--- config.mk ---
export PLATFORM = sky130hd
export DESIGN_NAME = uart_tx_engine
export DESIGN_NICKNAME = d
export VERILOG_FILES = /design/src/rtl/uart_pkg.sv /design/src/rtl/uart_baud_gen.sv /design/src/rtl/uart_tx_engine.sv
export SDC_FILE = /design/constraint.sdc
export NUM_CORES = 1
export LEC_CHECK = 0
export BUFFER_PORTS_ARGS = -buffer_cell sky130_fd_sc_hd__clkbuf_2
export CAP_MARGIN = 10
export CORE_ASPECT_RATIO = 1.4
export CORE_MARGIN = 4
export CORE_UTILIZATION = 60
export CTS_BUF_LIST = sky130_fd_sc_hd__clkbuf_2
export DETAILED_ROUTE_END_ITERATION = 8
export PLACE_DENSITY = 0.86
export SLEW_MARGIN = 20
export SYNTH_ARGS = -nofsm -noshare
export SYNTH_HDL_FRONTEND = slang
export SYNTH_SLANG_ARGS = --single-unit
--- constraint.sdc ---
create_clock -name clk -period 2.6 [get_ports clk]
set_clock_uncertainty 0.1 [all_clocks]
set_input_delay 0.39 -clock clk [delete_from_list [all_inputs] [get_ports clk]]
set_output_delay 0.39 -clock clk [all_outputs]
set_load 0.01 [all_outputs]
--- src/rtl/uart_pkg.sv ---
// Shared UART definitions: frame state encodings and serial line levels.
package uart_pkg;

  typedef enum logic [2:0] {
    ST_IDLE   = 3'd0,
    ST_START  = 3'd1,
    ST_DATA   = 3'd2,
    ST_PARITY = 3'd3,
    ST_STOP   = 3'd4
  } uart_state_t;

  localparam logic LINE_IDLE  = 1'b1;
  localparam logic LINE_START = 1'b0;
  localparam logic LINE_STOP  = 1'b1;

endpackage

--- src/rtl/uart_baud_gen.sv ---
// Bit-period divider: tick pulses on the last clock of each bit; held cleared while en is low.
module uart_baud_gen #(
  parameter int unsigned CLKS_PER_BIT = 434
) (
  input  logic clk,
  input  logic reset,
  input  logic en,
  output logic tick
);

  localparam int unsigned CW = (CLKS_PER_BIT > 1) ? $clog2(CLKS_PER_BIT) : 1;
  localparam logic [CW-1:0] LAST = CW'(CLKS_PER_BIT - 1);

  logic [CW-1:0] count;

  always_ff @(posedge clk) begin
    if (!reset || !en) begin
      count <= '0;
    end else if (count == LAST) begin
      count <= '0;
    end else begin
      count <= count + CW'(1);
    end
  end

  assign tick = en && (count == LAST);

endmodule

--- src/rtl/uart_tx_engine.sv ---
// UART transmitter: valid/ready byte in, framed serial line out with optional parity and 1/2 stop bits.
module uart_tx_engine
  import uart_pkg::*;
#(
  parameter int unsigned CLKS_PER_BIT = 434,
  parameter int unsigned DATA_BITS    = 8,
  parameter int unsigned PARITY_EN    = 0,
  parameter int unsigned PARITY_ODD   = 0,
  parameter int unsigned STOP_BITS    = 1
) (
  input  logic                 clk,
  input  logic                 reset,
  input  logic [DATA_BITS-1:0] tx_data,
  input  logic                 tx_valid,
  output logic                 tx_ready,
  output logic                 tx,
  output logic                 busy,
  output logic                 done
);

  localparam int unsigned BCW = $clog2(DATA_BITS + 1);
  localparam logic [BCW-1:0] LAST_DATA = BCW'(DATA_BITS - 1);
  localparam logic [BCW-1:0] LAST_STOP = BCW'(STOP_BITS - 1);

  uart_state_t          state, state_next;
  logic [DATA_BITS-1:0] shreg, shreg_next;
  logic [BCW-1:0]       bit_cnt, bit_cnt_next;
  logic                 parity, parity_next;
  logic                 line_next;
  logic                 tick;

  uart_baud_gen #(.CLKS_PER_BIT(CLKS_PER_BIT)) u_baud (
    .clk  (clk),
    .reset(reset),
    .en   (state != ST_IDLE),
    .tick (tick)
  );

  // State, datapath and registered line outputs
  always_ff @(posedge clk) begin
    if (!reset) begin
      state    <= ST_IDLE;
      shreg    <= '0;
      bit_cnt  <= '0;
      parity   <= 1'b0;
      tx       <= LINE_IDLE;
      tx_ready <= 1'b1;
      busy     <= 1'b0;
    end else begin
      state    <= state_next;
      shreg    <= shreg_next;
      bit_cnt  <= bit_cnt_next;
      parity   <= parity_next;
      tx       <= line_next;
      tx_ready <= (state_next == ST_IDLE);
      busy     <= (state_next != ST_IDLE);
    end
  end

  // Next-state, datapath update and line level of the upcoming cycle
  always_comb begin
    state_next   = state;
    shreg_next   = shreg;
    bit_cnt_next = bit_cnt;
    parity_next  = parity;
    done         = 1'b0;

    unique case (state)
      ST_IDLE: begin
        bit_cnt_next = '0;
        if (tx_valid && tx_ready) begin
          shreg_next  = tx_data;
          parity_next = (PARITY_ODD != 0);
          state_next  = ST_START;
        end
      end
      ST_START: begin
        if (tick) state_next = ST_DATA;
      end
      ST_DATA: begin
        if (tick) begin
          shreg_next  = {1'b0, shreg[DATA_BITS-1:1]};
          parity_next = parity ^ shreg[0];
          if (bit_cnt == LAST_DATA) begin
            bit_cnt_next = '0;
            state_next   = (PARITY_EN != 0) ? ST_PARITY : ST_STOP;
          end else begin
            bit_cnt_next = bit_cnt + BCW'(1);
          end
        end
      end
      ST_PARITY: begin
        if (tick) state_next = ST_STOP;
      end
      ST_STOP: begin
        if (tick) begin
          if (bit_cnt == LAST_STOP) begin
            bit_cnt_next = '0;
            state_next   = ST_IDLE;
            done         = 1'b1;
          end else begin
            bit_cnt_next = bit_cnt + BCW'(1);
          end
        end
      end
      default: begin
        bit_cnt_next = '0;
        state_next   = ST_IDLE;
      end
    endcase

    line_next = LINE_IDLE;
    case (state_next)
      ST_START:  line_next = LINE_START;
      ST_DATA:   line_next = shreg_next[0];
      ST_PARITY: line_next = parity_next;
      ST_STOP:   line_next = LINE_STOP;
      default:   line_next = LINE_IDLE;
    endcase
  end

endmodule

==> run_results.csv <==
group,metric,value,unit
timing,fin_tns_setup,0,ps
outcome,status,"finished clean",
floorplan,die_x,49.1,µm
routing,via_per_inst,6.39,
finish,utilization,68.8,%
power_and_ir_drop,power.density,513,nW/µm²
clocking,h-tree-depth,1,
finish,final_cells,198,
finish,nets,192,
timing,drv_slew,0,
synth,synth_area_leader_cell,"dfxtp_1",
critical_path,crit_top_cell,"nor3b_1",
synth,yosysWarnings,0,
timing,period_minus_slack,2400,ps
placement,dp_cells,194,
timing,hold_violations,0,
critical_path,crit_type,"flip-flop to primary output",
floorplan,initial_utilization,63.7,%
clocking,clk_latency,370,ps
global_route,grt_pass1_vias,1189,
clocking,ctsHoldBuffers,0,
global_route,overflow,0,
floorplan,die-area,3220,µm²
clocking,ctsResizeCount,0,
timing,worst_pin_slew,501,ps
critical_path,rr_endpoint,"tx$_SDFF_PN1_",
global_route,grt_max_degree,18,
clocking,post_cts_buffers,0,
power_and_ir_drop,p_total,0.786,mW
critical_path,critical-path-max-stage-delay,440,ps
critical_path,slowest_stage,"nor3b_1",
routing,post-route-drc-count,0,
timing,setup_slack,200,ps
power_and_ir_drop,p_leak,0.569,nW
finish,nFillCells,182,
clocking,cts-root-buf,"clkbuf_2",
critical_path,cp_num_buf_inv,2,
synth,ys_types,44,
routing,final_antenna_net_count,0,
clocking,cts_tree,"yes",
synth,synth_top_area_share,39.5,%
critical_path,critPathCaptureType,"primary output",
synth,ys_top_cells_by_area,"dfxtp_1, a21boi_0, a22oi_1",
worst_hold_path,hold_class,"input pin to flip-flop",
critical_path,ff2ff_setup_slack,230,ps
clocking,clk_path_buf_depth,2,
synth,ys_ff_latch,28,
critical_path,required,2110,ps
worst_hold_path,hold_start,"tx_data[7]",
routing,wl_per_cell,14.8,µm
timing,slew_headroom,66.5,%
placement,gp_congestion,0.808,
clocking,clkSinkCount,28,
flow_run,cap_viol_max_count,0,
routing,dr.pass1.iters,4,
power_and_ir_drop,ir_drop,0.000364,V
critical_path,timing.rr.start,"u_baud.count[2]$_SDFF_PP0_",
global_route,antenna_found_initial,0,
floorplan,core_area,2230,µm²
finish,diodes,0,
synth,synth_flop_cell,"dfxtp_1",
floorplan,die_h,65.5,µm
placement,dpl.hpwl,2170,µm
placement,pre_cts_slack,307,ps
placement,io_buffers,14,
timing,setup_viol,0,
routing,routed_wl,2930,µm
critical_path,critPathLaunch,"bit_cnt[0]$_SDFFE_PN0P_",
global_route,grt_pass1_wl,5210,µm
synth,postSynthAreaPerCell,8.60,µm²
synth,synth_area,1420,µm²
synth,synth_edf_count,0,
timing,fmax,417,MHz
routing,vias,1265,
worst_hold_path,hold_depth,3,
finish,area_growth,8.02,%
synth,synthArstFlopShare,0,%
routing,detail_route.iter0.violations,37,
finish,layout-drive-gt1-share,13.6,%
critical_path,reg2reg_depth,4,
floorplan,io_pins,15,
floorplan,placementRows,20,
critical_path,crit_chain,"inv_1 > ha_1 > nor3b_1 > nor3b_1 > clkbuf_2",
timing,rsz0062_at_grt,"false",
synth,synth_nets,180,
critical_path,critPathMaxFanout,4,
synth,syn_inst,165,
synth,seq_area_frac_synth,39.5,%
clocking,numCtsBuffers,3,
clocking,path_clk_slew,260,ps
critical_path,cp_data_arrival_time,1910,ps
worst_hold_path,holdPathEnd,"shreg[7]$_SDFFE_PN0P_",
critical_path,worst_setup_path_start_kind,"flip-flop",
timing,post-route-period-util,92.3,%
global_route,grt_util_all_layers,20.6,%
critical_path,cp_top_family,"simple AND/OR/NAND/NOR gates",
==> state kept, by name (all words and copies together), names as in the netlist <==
name and flops:
tx 1, state 3, tx_ready 1, parity 1, bit_cnt 4, u_baud.count 9, busy 1, shreg 8
==> Yosys cell counts (3+ instances only) <==
cell type  number
a21boi_0        9
a21oi_1         3
a22oi_1         8
clkbuf_1        6
dfxtp_1        28
ha_1            4
inv_1           7
nand2_1         7
nand2b_1        4
nand3_1        11
nand4_1         5
nor2_1         15
nor3_1          4
nor3b_1         4
o21ai_0         7
xnor2_1         5
==> cell type report <==
| cell class | count | area (µm²) | area share (%) |
|---|---|---|---|
| well taps | 22 | 27.5 | 1.80 |
| clock buffers | 3 | 15.0 | 0.980 |
| repair buffers | 16 | 85.1 | 5.55 |
| flip-flops and latches | 28 | 561 | 36.6 |
| multi-input cells | 121 | 788 | 51.4 |
| clock inverters | 1 | 30.0 | 1.96 |
| inverters | 7 | 26.3 | 1.71 |
==> logic make-up (layout without fill, tap and decap cells) <==
| group | Yosys count | count (layout) | synth area share [%] |
|---|---|---|---|
| AO/OA/AOI/OAI | 42 | 42 | 21.3 |
| XOR/XNOR | 7 | 7 | 4.32 |
| adder cells (fa/ha/maj) | 4 | 4 | 3.53 |
| buffers and inverters | 16 | 27 | 4.94 |
| flip-flops | 28 | 28 | 39.5 |
| AND/OR/NAND/NOR | 68 | 68 | 26.5 |
==> report_power, final <==
part | internal (mW) | leakage, nW | switching (mW)
clock | 0.132 | 0.0266 | 0.128
combinational | 0.0300 | 0.314 | 0.0395
sequential | 0.446 | 0.228 | 0.0105
==> metrics by stage <==
stage          cell area (µm²)  hold WS, ps
2_1_floorplan             1420          329
3_3_place_gp              1490          346
3_5_place_dp              1490          354
4_1_cts                   1530          101
5_1_grt                   1530         76.0
6_report                  1530          108
==> layout by cell type, fill, tap and decap left out, types with 2 or more instances in the layout <==
cell type	instances
dfxtp_1	28
ha_1	4
a31oi_1	2
or3b_2	2
xnor2_1	5
o21ai_0	7
nor2b_1	2
nand2b_1	4
inv_1	7
nor3_1	4
a211oi_1	2
or3_1	2
clkbuf_2	17
and3_1	2
and2_1	2
nand3_1	11
nand2_1	7
nor3b_1	4
a21oi_1	3
nor4_1	2
a22oi_1	8
a21boi_0	9
nor2_1	15
xor2_1	2
buf_4	2
nand4_1	5
==> layer usage <==
metal / routed length (µm) / GRT usage, % / up-vias
li1: - / - / 626
met1: 1130 / 21.6 / 589
met2: 1590 / 38.3 / 41
met3: 150 / 3.85 / 9
met4: 66 / 10.7 / 0
met5: 0 / 0 / -
==> worst register-to-register path: cells and delay by family (launching register included) <==
family / cells / cell delay (ps)
DFF: 1 / 410
and+or+nand+nor: 2 / 1220
AOI/OAI and AO/OA: 2 / 540
==> worst max-delay path by stage <==
stage	end	slack, ps	cells after the start
floorplan	tx$_SDFF_PN1_	460	6
global placement	tx$_SDFF_PN1_	380	4
detailed placement	tx$_SDFF_PN1_	310	4
CTS	done	210	5
global route	done	60	5
finish	done	200	5
Note: power is estimated with default switching activity, not from simulation.
